## config.mk

```make
export PLATFORM = sky130hd
export DESIGN_NAME = input_debouncer
export DESIGN_NICKNAME = d
export VERILOG_FILES = /design/src/rtl/input_ctrl_pkg.sv /design/src/rtl/debounce_bit.sv /design/src/rtl/input_debouncer.sv
export SDC_FILE = /design/constraint.sdc
export NUM_CORES = 1
export LEC_CHECK = 0
export ABC_AREA = 0
export CAP_MARGIN = 0
export CORE_AREA = 2 2 149 151
export CTS_BUF_LIST = sky130_fd_sc_hd__clkbuf_4 sky130_fd_sc_hd__clkbuf_8
export DETAILED_ROUTE_END_ITERATION = 10
export DIE_AREA = 0 0 151 153
export PLACE_DENSITY = 0.8
export SLEW_MARGIN = 20
export SYNTH_ARGS = -nofsm -noshare
export SYNTH_HDL_FRONTEND = slang
export SYNTH_HIERARCHICAL = 1
export SYNTH_SLANG_ARGS = --single-unit
```

## constraint.sdc

```tcl
create_clock -name clk -period 2.2 [get_ports clk]
set_input_delay 0.66 -clock clk [delete_from_list [all_inputs] [get_ports clk]]
set_output_delay 0.66 -clock clk [all_outputs]
set_load 0.1 [all_outputs]
```

## src/rtl/input_ctrl_pkg.sv

```systemverilog
// Shared constants and helpers for the board input conditioning logic.
package input_ctrl_pkg;

  localparam int unsigned DEBOUNCE_20MS_50MHZ = 1_000_000;
  localparam int unsigned SYNC_STAGES_DEFAULT = 2;

  // Counter width able to hold the terminal value cycles-1.
  function automatic int unsigned cnt_width(int unsigned cycles);
    return $clog2(cycles);
  endfunction

endpackage

```

## src/rtl/debounce_bit.sv

```systemverilog
// Single-bit synchronizer, stability counter, debounced level and edge pulses.
module debounce_bit
  import input_ctrl_pkg::*;
#(
  parameter int unsigned DEBOUNCE_CYCLES = DEBOUNCE_20MS_50MHZ,
  parameter int unsigned SYNC_STAGES     = SYNC_STAGES_DEFAULT
) (
  input  logic clk,
  input  logic reset_n,
  input  logic raw_i,
  output logic stable_o,
  output logic rise_o,
  output logic fall_o
);

  localparam int unsigned     CntW   = cnt_width(DEBOUNCE_CYCLES);
  localparam logic [CntW-1:0] CntMax = CntW'(DEBOUNCE_CYCLES - 1);

  logic [SYNC_STAGES-1:0] sync_q;
  logic [CntW-1:0]        cnt_q, cnt_d;
  logic                   stable_q, stable_d;
  logic                   rise_q, rise_d;
  logic                   fall_q, fall_d;
  logic                   sync;
  logic                   differ;
  logic                   accept;

  always_comb begin
    sync     = sync_q[SYNC_STAGES-1];
    differ   = (sync != stable_q);
    accept   = differ && (cnt_q == CntMax);
    cnt_d    = cnt_q;
    stable_d = stable_q;
    if (!differ || accept) begin
      cnt_d = '0;
    end else begin
      cnt_d = cnt_q + CntW'(1);
    end
    if (accept) begin
      stable_d = sync;
    end
    // Pulses are registered alongside the level so they appear in the same cycle.
    rise_d = accept && sync;
    fall_d = accept && !sync;
  end

  always_ff @(posedge clk or negedge reset_n) begin
    if (!reset_n) begin
      sync_q   <= '0;
      cnt_q    <= '0;
      stable_q <= 1'b0;
      rise_q   <= 1'b0;
      fall_q   <= 1'b0;
    end else begin
      sync_q   <= {sync_q[SYNC_STAGES-2:0], raw_i};
      cnt_q    <= cnt_d;
      stable_q <= stable_d;
      rise_q   <= rise_d;
      fall_q   <= fall_d;
    end
  end

  assign stable_o = stable_q;
  assign rise_o   = rise_q;
  assign fall_o   = fall_q;

endmodule

```

## src/rtl/input_debouncer.sv

```systemverilog
// Debounces WIDTH independent board inputs and keeps a sticky, software-clearable
// change-event register for the parallel input port.
module input_debouncer
  import input_ctrl_pkg::*;
#(
  parameter int unsigned WIDTH           = 10,
  parameter int unsigned DEBOUNCE_CYCLES = DEBOUNCE_20MS_50MHZ,
  parameter int unsigned SYNC_STAGES     = SYNC_STAGES_DEFAULT
) (
  input  logic             clk,
  input  logic             reset_n,
  input  logic [WIDTH-1:0] in_raw_i,
  output logic [WIDTH-1:0] in_stable_o,
  output logic [WIDTH-1:0] rise_o,
  output logic [WIDTH-1:0] fall_o,
  output logic [WIDTH-1:0] event_o,
  input  logic [WIDTH-1:0] clr_i
);

  logic [WIDTH-1:0] event_q, event_d;

  for (genvar gi = 0; gi < WIDTH; gi++) begin : g_bit
    debounce_bit #(
      .DEBOUNCE_CYCLES(DEBOUNCE_CYCLES),
      .SYNC_STAGES    (SYNC_STAGES)
    ) u_debounce_bit (
      .clk     (clk),
      .reset_n (reset_n),
      .raw_i   (in_raw_i[gi]),
      .stable_o(in_stable_o[gi]),
      .rise_o  (rise_o[gi]),
      .fall_o  (fall_o[gi])
    );
  end

  // A new edge overrides a simultaneous clear so no change is ever lost.
  always_comb begin
    event_d = (event_q & ~clr_i) | rise_o | fall_o;
  end

  always_ff @(posedge clk or negedge reset_n) begin
    if (!reset_n) begin
      event_q <= '0;
    end else begin
      event_q <= event_d;
    end
  end

  assign event_o = event_q;

endmodule

```

Word level (Yosys, flattened, before mapping)
Index checks and enable logic that the tools add are counted.

Flip-flop bits (word level): 260. Input port bits: 22. Output and inout port bits: 40. Word-level logic and storage cells: 155.

Add/subtract/negate cells: 10. Eq/ne operators: 20. Muxes and demuxes: 10. Bitwise operators: 4. Reduce and logical (&&, ||, !) cells: 60.

Operator list (number): $add A20 B1 Y20 const B (10); $eq A20 B20 Y1 const B (10); $mux W20 (10); $logic_and A1 B1 Y1 (30); $logic_not A1 Y1 (20); $or A10 B10 Y10 (2); $and A10 B10 Y10 (1); $logic_or A1 B1 Y1 (10); $ne A1 B1 Y1 (10); $not A10 Y10 (1).

Depth between registers and ports, before layout
Gate-level depths: netlist of the first run.

Depth in word-level cells: 4. Gate-level depth with buffers: 6. Depth with buffers taken out: 5.

By module
Netlist of the first run, hierarchy kept.

Modules (own cells, without submodules): debounce_bit (instances 10, cells each 109, area an instance 1154.9 um^2, sequential area each 625.6 um^2); input_debouncer (instances 1, cells each 40, area an instance 375.4 um^2, sequential area each 250.2 um^2).

Least setup slack after synthesis of the first run
Ideal clock, no wire load.

Path kind: register to register. From: register g_bit[0].u_debounce_bit.cnt_q[12]. To: register g_bit[0].u_debounce_bit.stable_q. Setup time: 126 ps. Arrival time: 1999 ps. Required time: 2074 ps. Path slack: 76 ps. Cell stages (with the launch flop): 5. Buffers on the path: 0. Period minus slack after synthesis: 2124 ps. Path through: dfrtp_1 > or4_1 > or4_4 > or2_4 > mux2_4.

Cells in the longest elaborated chain, start to end: 2.

RTL lines: start: declaration (RTL line debounce_bit.sv:20) `logic [CntW-1:0] cnt_q, cnt_d;`; start signal: assignment (RTL line debounce_bit.sv:56) `cnt_q <= cnt_d;`; $eq A20 B20 Y1 (RTL line debounce_bit.sv:31) `accept = differ && (cnt_q == CntMax);`; $logic_and A1 B1 Y1 (RTL line debounce_bit.sv:31); end signal: assignment (RTL line debounce_bit.sv:57) `stable_q <= stable_d;`; end: declaration (RTL line debounce_bit.sv:21) `logic stable_q, stable_d;`.

No other way between the ends. A chain may end at the register's enable or synchronous reset.

Final worst setup path of the first run
From: register g_bit[2].u_debounce_bit.cnt_q[11]. To: register g_bit[2].u_debounce_bit.stable_q.

Cells in the longest elaborated chain, start to end: 2.

RTL lines (RTL line): start: declaration (debounce_bit.sv:20); start signal: assignment (debounce_bit.sv:56); $eq A20 B20 Y1 (debounce_bit.sv:31); $logic_and A1 B1 Y1 (debounce_bit.sv:31); end signal: assignment (debounce_bit.sv:57); end: declaration (debounce_bit.sv:21).

No other way between the ends.

==> results of run 1 <==
## cells by family after synthesis
group / Yosys count / synth area share (%)
mux: 20 / 2.10
fa+ha+maj: 10 / 1.05
xor+xnor: 160 / 11.8
compound gates: 60 / 4.20
flops: 260 / 54.6
buf+inv: 60 / 1.99
simple gates: 560 / 24.3
## worst max-delay path, stage by stage (launching register included)
cell,delay (ns)
sky130_fd_sc_hd__dfrtp_1,0.41
sky130_fd_sc_hd__or4_1,0.51
sky130_fd_sc_hd__or4_4,0.53
sky130_fd_sc_hd__or2_4,0.30
sky130_fd_sc_hd__mux2_4,0.29
## power groups by stage
stage | clock (uW) | sequential [uW] | combinational, uW
floorplan | 0 | 4980 | 116
global placement | 0 | 4990 | 325
detailed placement | 0 | 4990 | 329
CTS | 5170 | 4910 | 333
global route | 5390 | 4910 | 370
finish | 5030 | 4910 | 322
## state kept, by name, summed over array words and instances, names as in the netlist
| name | flops |
|---|---|
| g_bit.u_debounce_bit/stable_o | 10 |
| g_bit.u_debounce_bit/rise_o | 10 |
| event_o | 10 |
| g_bit.u_debounce_bit/cnt_q | 200 |
| g_bit.u_debounce_bit/fall_o | 10 |
| g_bit.u_debounce_bit/sync_q | 20 |
## synth_stat cells
cell                       instances  area, um2
sky130_fd_sc_hd__xor2_1           20        175
sky130_fd_sc_hd__or4b_1           10        100
sky130_fd_sc_hd__nor3b_1          20        150
sky130_fd_sc_hd__and3_1           30        188
sky130_fd_sc_hd__buf_2            10       50.1
sky130_fd_sc_hd__and2_1           10       62.6
sky130_fd_sc_hd__o21ai_2          10       87.6
sky130_fd_sc_hd__dfrtp_1         260       6510
sky130_fd_sc_hd__nand4b_1         10       87.6
sky130_fd_sc_hd__o2111a_1         10        113
sky130_fd_sc_hd__o21ai_1          10       50.1
sky130_fd_sc_hd__nor3_1           50        250
sky130_fd_sc_hd__nor4_1           50        313
sky130_fd_sc_hd__nand2_1          30        113
sky130_fd_sc_hd__mux2_4           10        150
sky130_fd_sc_hd__o221ai_1         20        175
sky130_fd_sc_hd__a211oi_1         10       75.1
sky130_fd_sc_hd__inv_1            50        188
sky130_fd_sc_hd__nor2_1          230        863
sky130_fd_sc_hd__xnor2_1         140       1230
sky130_fd_sc_hd__or4_4            10        113
sky130_fd_sc_hd__nand3_1          50        250
sky130_fd_sc_hd__mux2i_1          10        100
sky130_fd_sc_hd__or4_1            10       75.1
sky130_fd_sc_hd__or2_4            10       87.6
sky130_fd_sc_hd__nand4_1          40        250
sky130_fd_sc_hd__ha_1             10        125
## worst max path at each step
stage                                       endpoint  slack, ns  cells after the start                              start
floorplan           g_bit[0].u_debounce_bit/stable_o       0.08                      4  g_bit[0].u_debounce_bit/cnt_q[12]
CTS                 g_bit[5].u_debounce_bit/stable_o       0.05                      4  g_bit[5].u_debounce_bit/cnt_q[11]
detailed placement  g_bit[4].u_debounce_bit/stable_o       0.06                      4  g_bit[4].u_debounce_bit/cnt_q[11]
global placement    g_bit[9].u_debounce_bit/stable_o       0.09                      4  g_bit[9].u_debounce_bit/cnt_q[11]
finish              g_bit[2].u_debounce_bit/stable_o       0.05                      4  g_bit[2].u_debounce_bit/cnt_q[11]
global route        g_bit[8].u_debounce_bit/stable_o      0.009                      4  g_bit[8].u_debounce_bit/cnt_q[11]
## cells in the final DEF, fill, tap and decap left out, drive strengths merged, types with 20 or more instances in the layout
cell type and instances:
dfrtp 260, nand2 30, nand4 40, or4 20, nand3 50, nor2 230, buf 135, o21ai 20
o221ai 20, clkdlybuf4s50 20, nor3b 20, xnor2 140, and3 30, clkbuf 66, inv 51, nor3 50
xor2 20, nor4 50
## layout make-up
cell class | instances | area [um2] | share of cell area, %
clock inverter | 15 | 209 | 1.42
sequential | 260 | 6510 | 44.2
clock buffer | 66 | 852 | 5.78
timing repair buffer | 155 | 1450 | 9.82
tap | 280 | 350 | 2.38
multi-input combinational | 810 | 5180 | 35.2
inverter | 50 | 188 | 1.27
## metrics by stage
step           hold slack (ns)  cells  setup WS (ns)  total power [uW]
3_5_place_dp             0.335   1555         0.0551              5320
2_1_floorplan            0.331   1130         0.0757              5090
3_3_place_gp             0.336   1555         0.0897              5310
5_1_grt                 0.0497   1636        0.00908             10700
4_1_cts                 0.0253   1636         0.0475             10400
6_report                0.0377   1636         0.0469             10300
## per-layer routing
metal / up-vias / share of wire [%] / GRT usage (%)
li1: 4358 / - / -
met1: 4418 / 45 / 29.2
met2: 203 / 49 / 34.8
met3: 32 / 4.6 / 4.06
met4: 0 / 1.4 / 5.92
met5: - / 0 / 0
==> out/qor_table.md, run 1 <==
| Step | Result | Value |
|---|---|---|
| sta | Endpoints failing hold | 0 |
| clocking | Clock Tree Root | sky130_fd_sc_hd__clkbuf_8 |
| synthesis | Area of the mapped netlist | 11,900 um2 |
| clocking | Htree depth | 2 |
| sta | Highest attainable clock frequency | 0.464 GHz |
| critical path | CP endpoint kind | register |
| critical path | Worst reg2reg endpoint | g_bit[2].u_debounce_bit/stable_o |
| route | Via Count | 9,011 |
| power and ir drop | Seq pwr share | 47.9% |
| placed design | Port-buffer cells | 61 |
| synthesis | Cells after Synth | 1,130 |
| die | FP Rows | 54 |
| die | Initial Utilization | 55.5% |
| critical path | Reg2Reg Depth | 4 |
| die | Height of the chip | 153 um |
| route | Post-route DRC | 0 |
| grt | Total track usage | 21.3% |
| placed design | Half-perimeter wire length of the detailed placement result | 15.8 mm |
| cells and area | Ant. Diodes | 0 |
| die | Number of primary I/O pins | 62 |
| cells and area | Final design instance area without fill | 14,700 um2 |
| die | Width of the die | 151 um |
| power and ir drop | Internal cell power | 8060 uW |
| clocking | CTS Buf Count | 44 |
| clocking | Count of cells resized by post-cts repair | 0 |
| synthesis | Post-Synthesis Mean Instance Area | 10.6 um2 |
| power and ir drop | Portion of total power attributed to the clock network | 49.0% |
| critical path | Required @ worst endpoint | 2.63 ns |
| placed design | Routability cong. | 0.835 |
| clocking | TritonCTS clock tree | built |
| cells and area | Synthesis-to-finish area growth | 23.5% |
| power and ir drop | Total leakage power | 0.00624 uW |
| flow run | Count of max-cap constraint violations | 0 |
| clocking | Maximum count of clock buffers along a single path | 3 |
| sta | Final setup violation count | 0 |
| clocking | Postcts setup bufs | 0 |
| synthesis | #FFs+latches synth | 260 |
| route | Total Routed Length | 23.6 mm |
| power and ir drop | Cell Pwr Density | 696 nW/um2 |
| grt | Via count of the first global-routing pass | 8,961 |
| route | Antenna-violating nets left | 0 |
| power and ir drop | Switching power | 2200 uW |
| sta | Worst-margin pin slew | 0.657 ns |
| outcome | Status | finished, final reports clean |
| clocking | CTS clk-pin slew, worst paths | 0.07 ns |
| sta | Largest clock skew in the final design | 0.0184 ns |
| critical path | Reg2Reg Launch Point | g_bit[2].u_debounce_bit/cnt_q[11] |
| critical path | Critical path peak fanout | 5 |
| cells and area | Fraction of layout instances using a drive strength above 1 | 18.9% |
| synthesis | Post-Synthesis Net Count | 1,162 |
| critical path | Arrival time reported for the critical path endpoint | 2.58 ns |
| grt | Global-route wire length before repair | 41.2 mm |
| sta | Worst slew margin relative to its limit | 55.8% |
| sta | Count of pins over their slew limit | 0 |
| sta | Share of the clock period used by the worst path | 97.9% |
| power and ir drop | Comb power frac | 3.1% |
| synthesis | Total of warnings raised by yosys | 6 |
| synthesis | Sequential-to-total area share from yosys stat | 54.6% |
| sta | TNS Setup | 0 ns |
| placed design | Instance area at placement | 13,700 um2 |
| critical path | Launching element type of the critical path | register |
| cells and area | Count of nets after finishing | 1,353 |
| clocking | Sink count of the clock tree | 260 |
| power and ir drop | Peak VDD IR | 0.413 mV |
| route | Detailed-router iteration count before antenna repair | 5 |
| route | Avg Vias per Cell | 5.51 |
| synthesis | Unique masters post-synth | 27 |
| sta | Unrepaired setup endpoints after global routing | no |
| hold path | Class of the worst hold path | input port to asynchronous set/reset pin |
| clocking | Clock latency on the worst-skew pair | 0.55 ns |
| power and ir drop | Sw frac | 21.4% |
| route | Average detailed-routed wire length per instance | 14.5 um |
| die | Core Box Area | 21,500 um2 |
| cells and area | Final-layout fill cell count | 1,557 |
| grt | Overflow left after global routing | 0 |
| grt | Antenna violations before repair | 0 |
| critical path | Path type of the worst setup path | register to register |
| critical path | Worst R2R Setup Slack | 0.05 ns |
| route | DR iter-0 viols | 393 |
| cells and area | Final Core Density | 68.6% |
| clocking | Hold buffers post-CTS | 0 |
| grt | Pin count of the biggest net entering global routing | 61 |
| sta | Period minus WS final | 2.15 ns |
| die | Die area | 23,100 um2 |
Power figures use the tool's default switching activity.
==> inputs of run 2 (changes only) <==
--- a/config.mk
+++ b/config.mk
@@ -5,13 +5,14 @@
 export SDC_FILE = /design/constraint.sdc
 export NUM_CORES = 1
 export LEC_CHECK = 0
-export ABC_AREA = 0
+export ABC_AREA = 1
 export CAP_MARGIN = 0
-export CORE_AREA = 2 2 149 151
+export CORE_AREA = 2 2 159 161
 export CTS_BUF_LIST = sky130_fd_sc_hd__clkbuf_4 sky130_fd_sc_hd__clkbuf_8
 export DETAILED_ROUTE_END_ITERATION = 10
-export DIE_AREA = 0 0 151 153
+export DIE_AREA = 0 0 161 163
 export PLACE_DENSITY = 0.8
+export SKIP_CTS_REPAIR_TIMING = 1
 export SLEW_MARGIN = 20
 export SYNTH_ARGS = -nofsm -noshare
 export SYNTH_HDL_FRONTEND = slang
==> out/qor_table.md, run 2 <==
| Step | Result | Value | Delta |
|---|---|---|---|
| outcome | Status | finished, final reports clean | unchanged |
| clocking | Maximum count of clock buffers along a single path | 3 | unchanged |
| clocking | CTS Buf Count | 45 | was 44 |
| synthesis | Most frequently used cell type in the post-synthesis netlist | sky130_fd_sc_hd__nor2_1 | was sky130_fd_sc_hd__dfrtp_1 |
| die | Width of the die | 161 um | was 151 um |
| cells and area | Registers with the most flip-flops | g_bit.u_debounce_bit/cnt_q (200), g_bit.u_debounce_bit/sync_q (20) | unchanged |
| sta | Largest clock skew in the final design | 0.0165 ns | was 0.0184 ns |
| critical path | Path type of the worst setup path | register to output port | was register to register |
| cells and area | Ant. Diodes | 0 | unchanged |
| route | Avg Vias per Cell | 4.89 | was 5.51 |
| synthesis | Share of cell area taken by muxes after synthesis | 0% | was 2.10% |
| power and ir drop | Comb power frac | 3.4% | was 3.1% |
| placed design | Half-perimeter wire length of the detailed placement result | 19.8 mm | was 15.8 mm |
| synthesis | Unique masters post-synth | 21 | was 27 |
| die | Number of primary I/O pins | 62 | unchanged |
| placed design | Port-buffer cells | 61 | unchanged |
| sta | Worst hold slack across all endpoints | 0.0256 ns | was 0.0377 ns |
| die | Die area | 26,200 um2 | was 23,100 um2 |
| grt | GR met2 Demand/Resource | 38.0% | was 34.8% |
| critical path | Required @ worst endpoint | 1.54 ns | was 2.63 ns |
| grt | Global-route met1 utilization | 27.6% | was 29.2% |
| critical path | Library cell contributing the largest single delay on the critical path | sky130_fd_sc_hd__dfrtp_1 | was sky130_fd_sc_hd__or4_4 |
| route | Total Routed Length | 27.3 mm | was 23.6 mm |
| route | Antenna-violating nets left | 0 | unchanged |
| route | Average detailed-routed wire length per instance | 11.9 um | was 14.5 um |
| cells and area | Fraction of layout instances using a drive strength above 1 | 10.2% | was 18.9% |
| flow run | Count of max-cap constraint violations | 0 | unchanged |
| critical path | Number of stages on the worst setup path | 1 | was 4 |
| synthesis | Most frequent cells after synthesis | sky130_fd_sc_hd__nor2_1, sky130_fd_sc_hd__nand2_1, sky130_fd_sc_hd__dfrtp_1 | was sky130_fd_sc_hd__dfrtp_1, sky130_fd_sc_hd__nor2_1, sky130_fd_sc_hd__xnor2_1 |
| power and ir drop | Total leakage power | 0.00719 uW | was 0.00624 uW |
| grt | Via count of the first global-routing pass | 11,000 | was 8,961 |
| power and ir drop | Seq pwr share | 50.0% | was 47.9% |
| placed design | Setup Slack @ Placement | 0.673 ns | was 0.0551 ns |
| critical path | Slowest stage delay, CP | 0.45 ns | was 0.53 ns |
| grt | Total track usage | 21.8% | was 21.3% |
| critical path | Crit path buf inv count | 1 | was 0 |
| sta | TNS Setup | 0 ns | unchanged |
| critical path | Critical path peak fanout | 3 | was 5 |
| clocking | Sink count of the clock tree | 260 | unchanged |
| power and ir drop | Cell Pwr Density | 624 nW/um2 | was 696 nW/um2 |
| clocking | TritonCTS clock tree | built | unchanged |
| power and ir drop | Switching power | 2140 uW | was 2200 uW |
| synthesis | Cell type contributing the most total cell area after synthesis | sky130_fd_sc_hd__dfrtp_1 | unchanged |
| synthesis | Number of enable-type register cells in the synthesized netlist | 0 | unchanged |
| hold path | Class of the worst hold path | input port to asynchronous set/reset pin | unchanged |
| synthesis | Total of warnings raised by yosys | 6 | unchanged |
| cells and area | Register with the most flip-flops | g_bit.u_debounce_bit/cnt_q | unchanged |
| synthesis | Share of the synthesized area in compound gates (AO/OA/AOI/OAI) | 1.64% | was 4.20% |
| route | Detailed-router iteration count before antenna repair | 5 | unchanged |
| grt | Overflow left after global routing | 0 | unchanged |
| synthesis | Async S/R FF share, synth | 100% | unchanged |
| placed design | Routability cong. | 0.917 | was 0.835 |
| cells and area | Synthesis-to-finish area growth | 14.4% | was 23.5% |
| sta | Period minus WS final | 1.87 ns | was 2.15 ns |
| sta | Worst-margin pin slew | 0.437 ns | was 0.657 ns |
| clocking | Clock Tree Root | sky130_fd_sc_hd__clkbuf_8 | unchanged |
| critical path | Arrival time reported for the critical path endpoint | 1.21 ns | was 2.58 ns |
| grt | GR Layer Usage met3 | 3.90% | was 4.06% |
| critical path | Ordered list of cells on the worst path | buf_12 | was or4_1, or4_4, or2_4, mux2_4 |
| route | Via Count | 11,200 | was 9,011 |
| power and ir drop | Internal cell power | 7690 uW | was 8060 uW |
| sta | Count of pins over their slew limit | 0 | unchanged |
| sta | Highest attainable clock frequency | 0.535 GHz | was 0.464 GHz |
| power and ir drop | Sw frac | 21.7% | was 21.4% |
| synthesis | Post-Synthesis Mean Instance Area | 7.52 um2 | was 10.6 um2 |
| synthesis | Simple-gate portion of the synthesized area | 37.6% | was 24.3% |
| die | Height of the chip | 163 um | was 153 um |
| clocking | Htree depth | 2 | unchanged |
| synthesis | Cells after Synth | 1,830 | was 1,130 |
| grt | Antenna violations before repair | 0 | unchanged |
| cells and area | Final Core Density | 63.8% | was 68.6% |
| synthesis | Ranking of synthesized cells by area | sky130_fd_sc_hd__dfrtp_1, sky130_fd_sc_hd__nor2_1, sky130_fd_sc_hd__nand2_1 | was sky130_fd_sc_hd__dfrtp_1, sky130_fd_sc_hd__xnor2_1, sky130_fd_sc_hd__nor2_1 |
| power and ir drop | Total Power | 9820 uW | was 10,300 uW |
| sta | Share of the clock period used by the worst path | 84.9% | was 97.9% |
| cells and area | Most common cell after layout, fill and taps aside | sky130_fd_sc_hd__nor2_1 | was sky130_fd_sc_hd__dfrtp_1 |
| clocking | CTS clk-pin slew, worst paths | 0.06 ns | was 0.07 ns |
| grt | Most congested layer reported by global routing | met2 | unchanged |
| cells and area | Count of nets after finishing | 1,967 | was 1,353 |
| route | DR iter-0 viols | 692 | was 393 |
| sta | Worst slew margin relative to its limit | 70.8% | was 55.8% |
| critical path | Reg2Reg Depth | 6 | was 4 |
| critical path | Cell family with most CP delay | flip-flops | was simple AND/OR/NAND/NOR gates |
| synthesis | Area of the mapped netlist | 13,800 um2 | was 11,900 um2 |
| synthesis | Post-Synthesis Net Count | 1,862 | was 1,162 |
| die | Core Box Area | 24,700 um2 | was 21,500 um2 |
| synthesis | Area share of the largest cell type after synthesis | 47.3% | was 54.6% |
| sta | Final worst slack | 0.332 ns | was 0.0469 ns |
| cells and area | Largest register FFs | 200 | unchanged |
| sta | Unrepaired setup endpoints after global routing | no | unchanged |
| synthesis | XOR/XNOR share of the synthesized area | 5.73% | was 11.8% |
| die | FP Rows | 58 | was 54 |
| synthesis | Fraction of the mapped netlist area in adder cells | 0.909% | was 1.05% |
| grt | Pin count of the biggest net entering global routing | 65 | was 61 |
| power and ir drop | Portion of total power attributed to the clock network | 46.6% | was 49.0% |
| sta | Final setup violation count | 0 | unchanged |
| clocking | Clock latency on the worst-skew pair | 0.55 ns | about the same |
| sta | Endpoints failing hold | 0 | unchanged |
| synthesis | Sequential-to-total area share from yosys stat | 47.3% | was 54.6% |
| cells and area | Final-layout fill cell count | 2,145 | was 1,557 |
| route | Post-route DRC | 0 | unchanged |
| grt | Global-route wire length before repair | 48.3 mm | was 41.2 mm |
| die | Initial Utilization | 55.8% | was 55.5% |
| critical path | CP endpoint kind | output port | was register |
| cells and area | Most frequent cells in the layout | sky130_fd_sc_hd__nor2_1, sky130_fd_sc_hd__nand2_1, sky130_fd_sc_hd__dfrtp_1, sky130_fd_sc_hd__inv_1, sky130_fd_sc_hd__nand3_1 | was sky130_fd_sc_hd__dfrtp_1, sky130_fd_sc_hd__nor2_1, sky130_fd_sc_hd__xnor2_1, sky130_fd_sc_hd__buf_4, sky130_fd_sc_hd__clkbuf_8 |
| synthesis | #FFs+latches synth | 260 | unchanged |
| synthesis | Dominant register cell in the synthesized netlist | sky130_fd_sc_hd__dfrtp_1 | unchanged |
| synthesis | Combinational family with the most area after synthesis | simple AND/OR/NAND/NOR gates | unchanged |
| power and ir drop | Peak VDD IR | 0.470 mV | was 0.413 mV |
| critical path | Launching element type of the critical path | register | unchanged |
## run 2: path summary, 6_finish.rpt
path                                                         from                                 to  slack, ns
worst min register to register  g_bit[6].u_debounce_bit/sync_q[0]  g_bit[6].u_debounce_bit/sync_q[1]       0.34
worst max-delay path             g_bit[9].u_debounce_bit/stable_o                     in_stable_o[9]       0.33
worst min-delay path                                      reset_n  g_bit[2].u_debounce_bit/sync_q[0]       0.03
max in group asynchronous                                 reset_n  g_bit[3].u_debounce_bit/cnt_q[16]       1.52
min in group clk                g_bit[6].u_debounce_bit/sync_q[0]  g_bit[6].u_debounce_bit/sync_q[1]       0.34
worst max register to register   g_bit[7].u_debounce_bit/cnt_q[0]  g_bit[7].u_debounce_bit/cnt_q[10]       0.67
## run 2: metrics by stage
stage          std cells  area [um2]
6_report            2289       15700
5_1_grt             2289       15700
4_1_cts             2289       15700
3_5_place_dp        2218       14800
3_3_place_gp        2218       14800
2_1_floorplan       1830       13800
## run 2: layout make-up
| cell class | instances | area (um2) | share of cell area [%] |
|---|---|---|---|
| well taps | 330 | 413 | 2.62 |
| clock inverters | 3 | 67.6 | 0.429 |
| repair buffers | 68 | 743 | 4.72 |
| clock buffers | 68 | 873 | 5.55 |
| flip-flops and latches | 260 | 6510 | 41.3 |
| inverters | 220 | 826 | 5.24 |
| multi-input cells | 1340 | 6320 | 40.1 |
## run 2: logic make-up (layout without fill, tap and decap cells)
logic type,Yosys count,after routing
AOI/OAI and AO/OA,40,40
xor gates and xnor gates,90,90
adders and majority gates,10,10
buffers and inverters,230,359
DFF,260,260
and+or+nand+nor,1200,1200
## run 2: per-layer routing
metal	share of wire [%]	vias to the layer above	wire length [um]
met4	2.0	0	550
li1	-	5822	-
met1	45	5120	12400
met5	0	-	0
met2	48	194	13300
met3	4.0	55	1100
## run 2: power groups by stage
stage | clock network, uW | logic, uW | registers [uW]
6_report | 4580 | 329 | 4920
5_1_grt | 4960 | 384 | 4920
4_1_cts | 4740 | 343 | 4910
3_5_place_dp | 0 | 340 | 5000
3_3_place_gp | 0 | 330 | 4990
2_1_floorplan | 0 | 164 | 4990
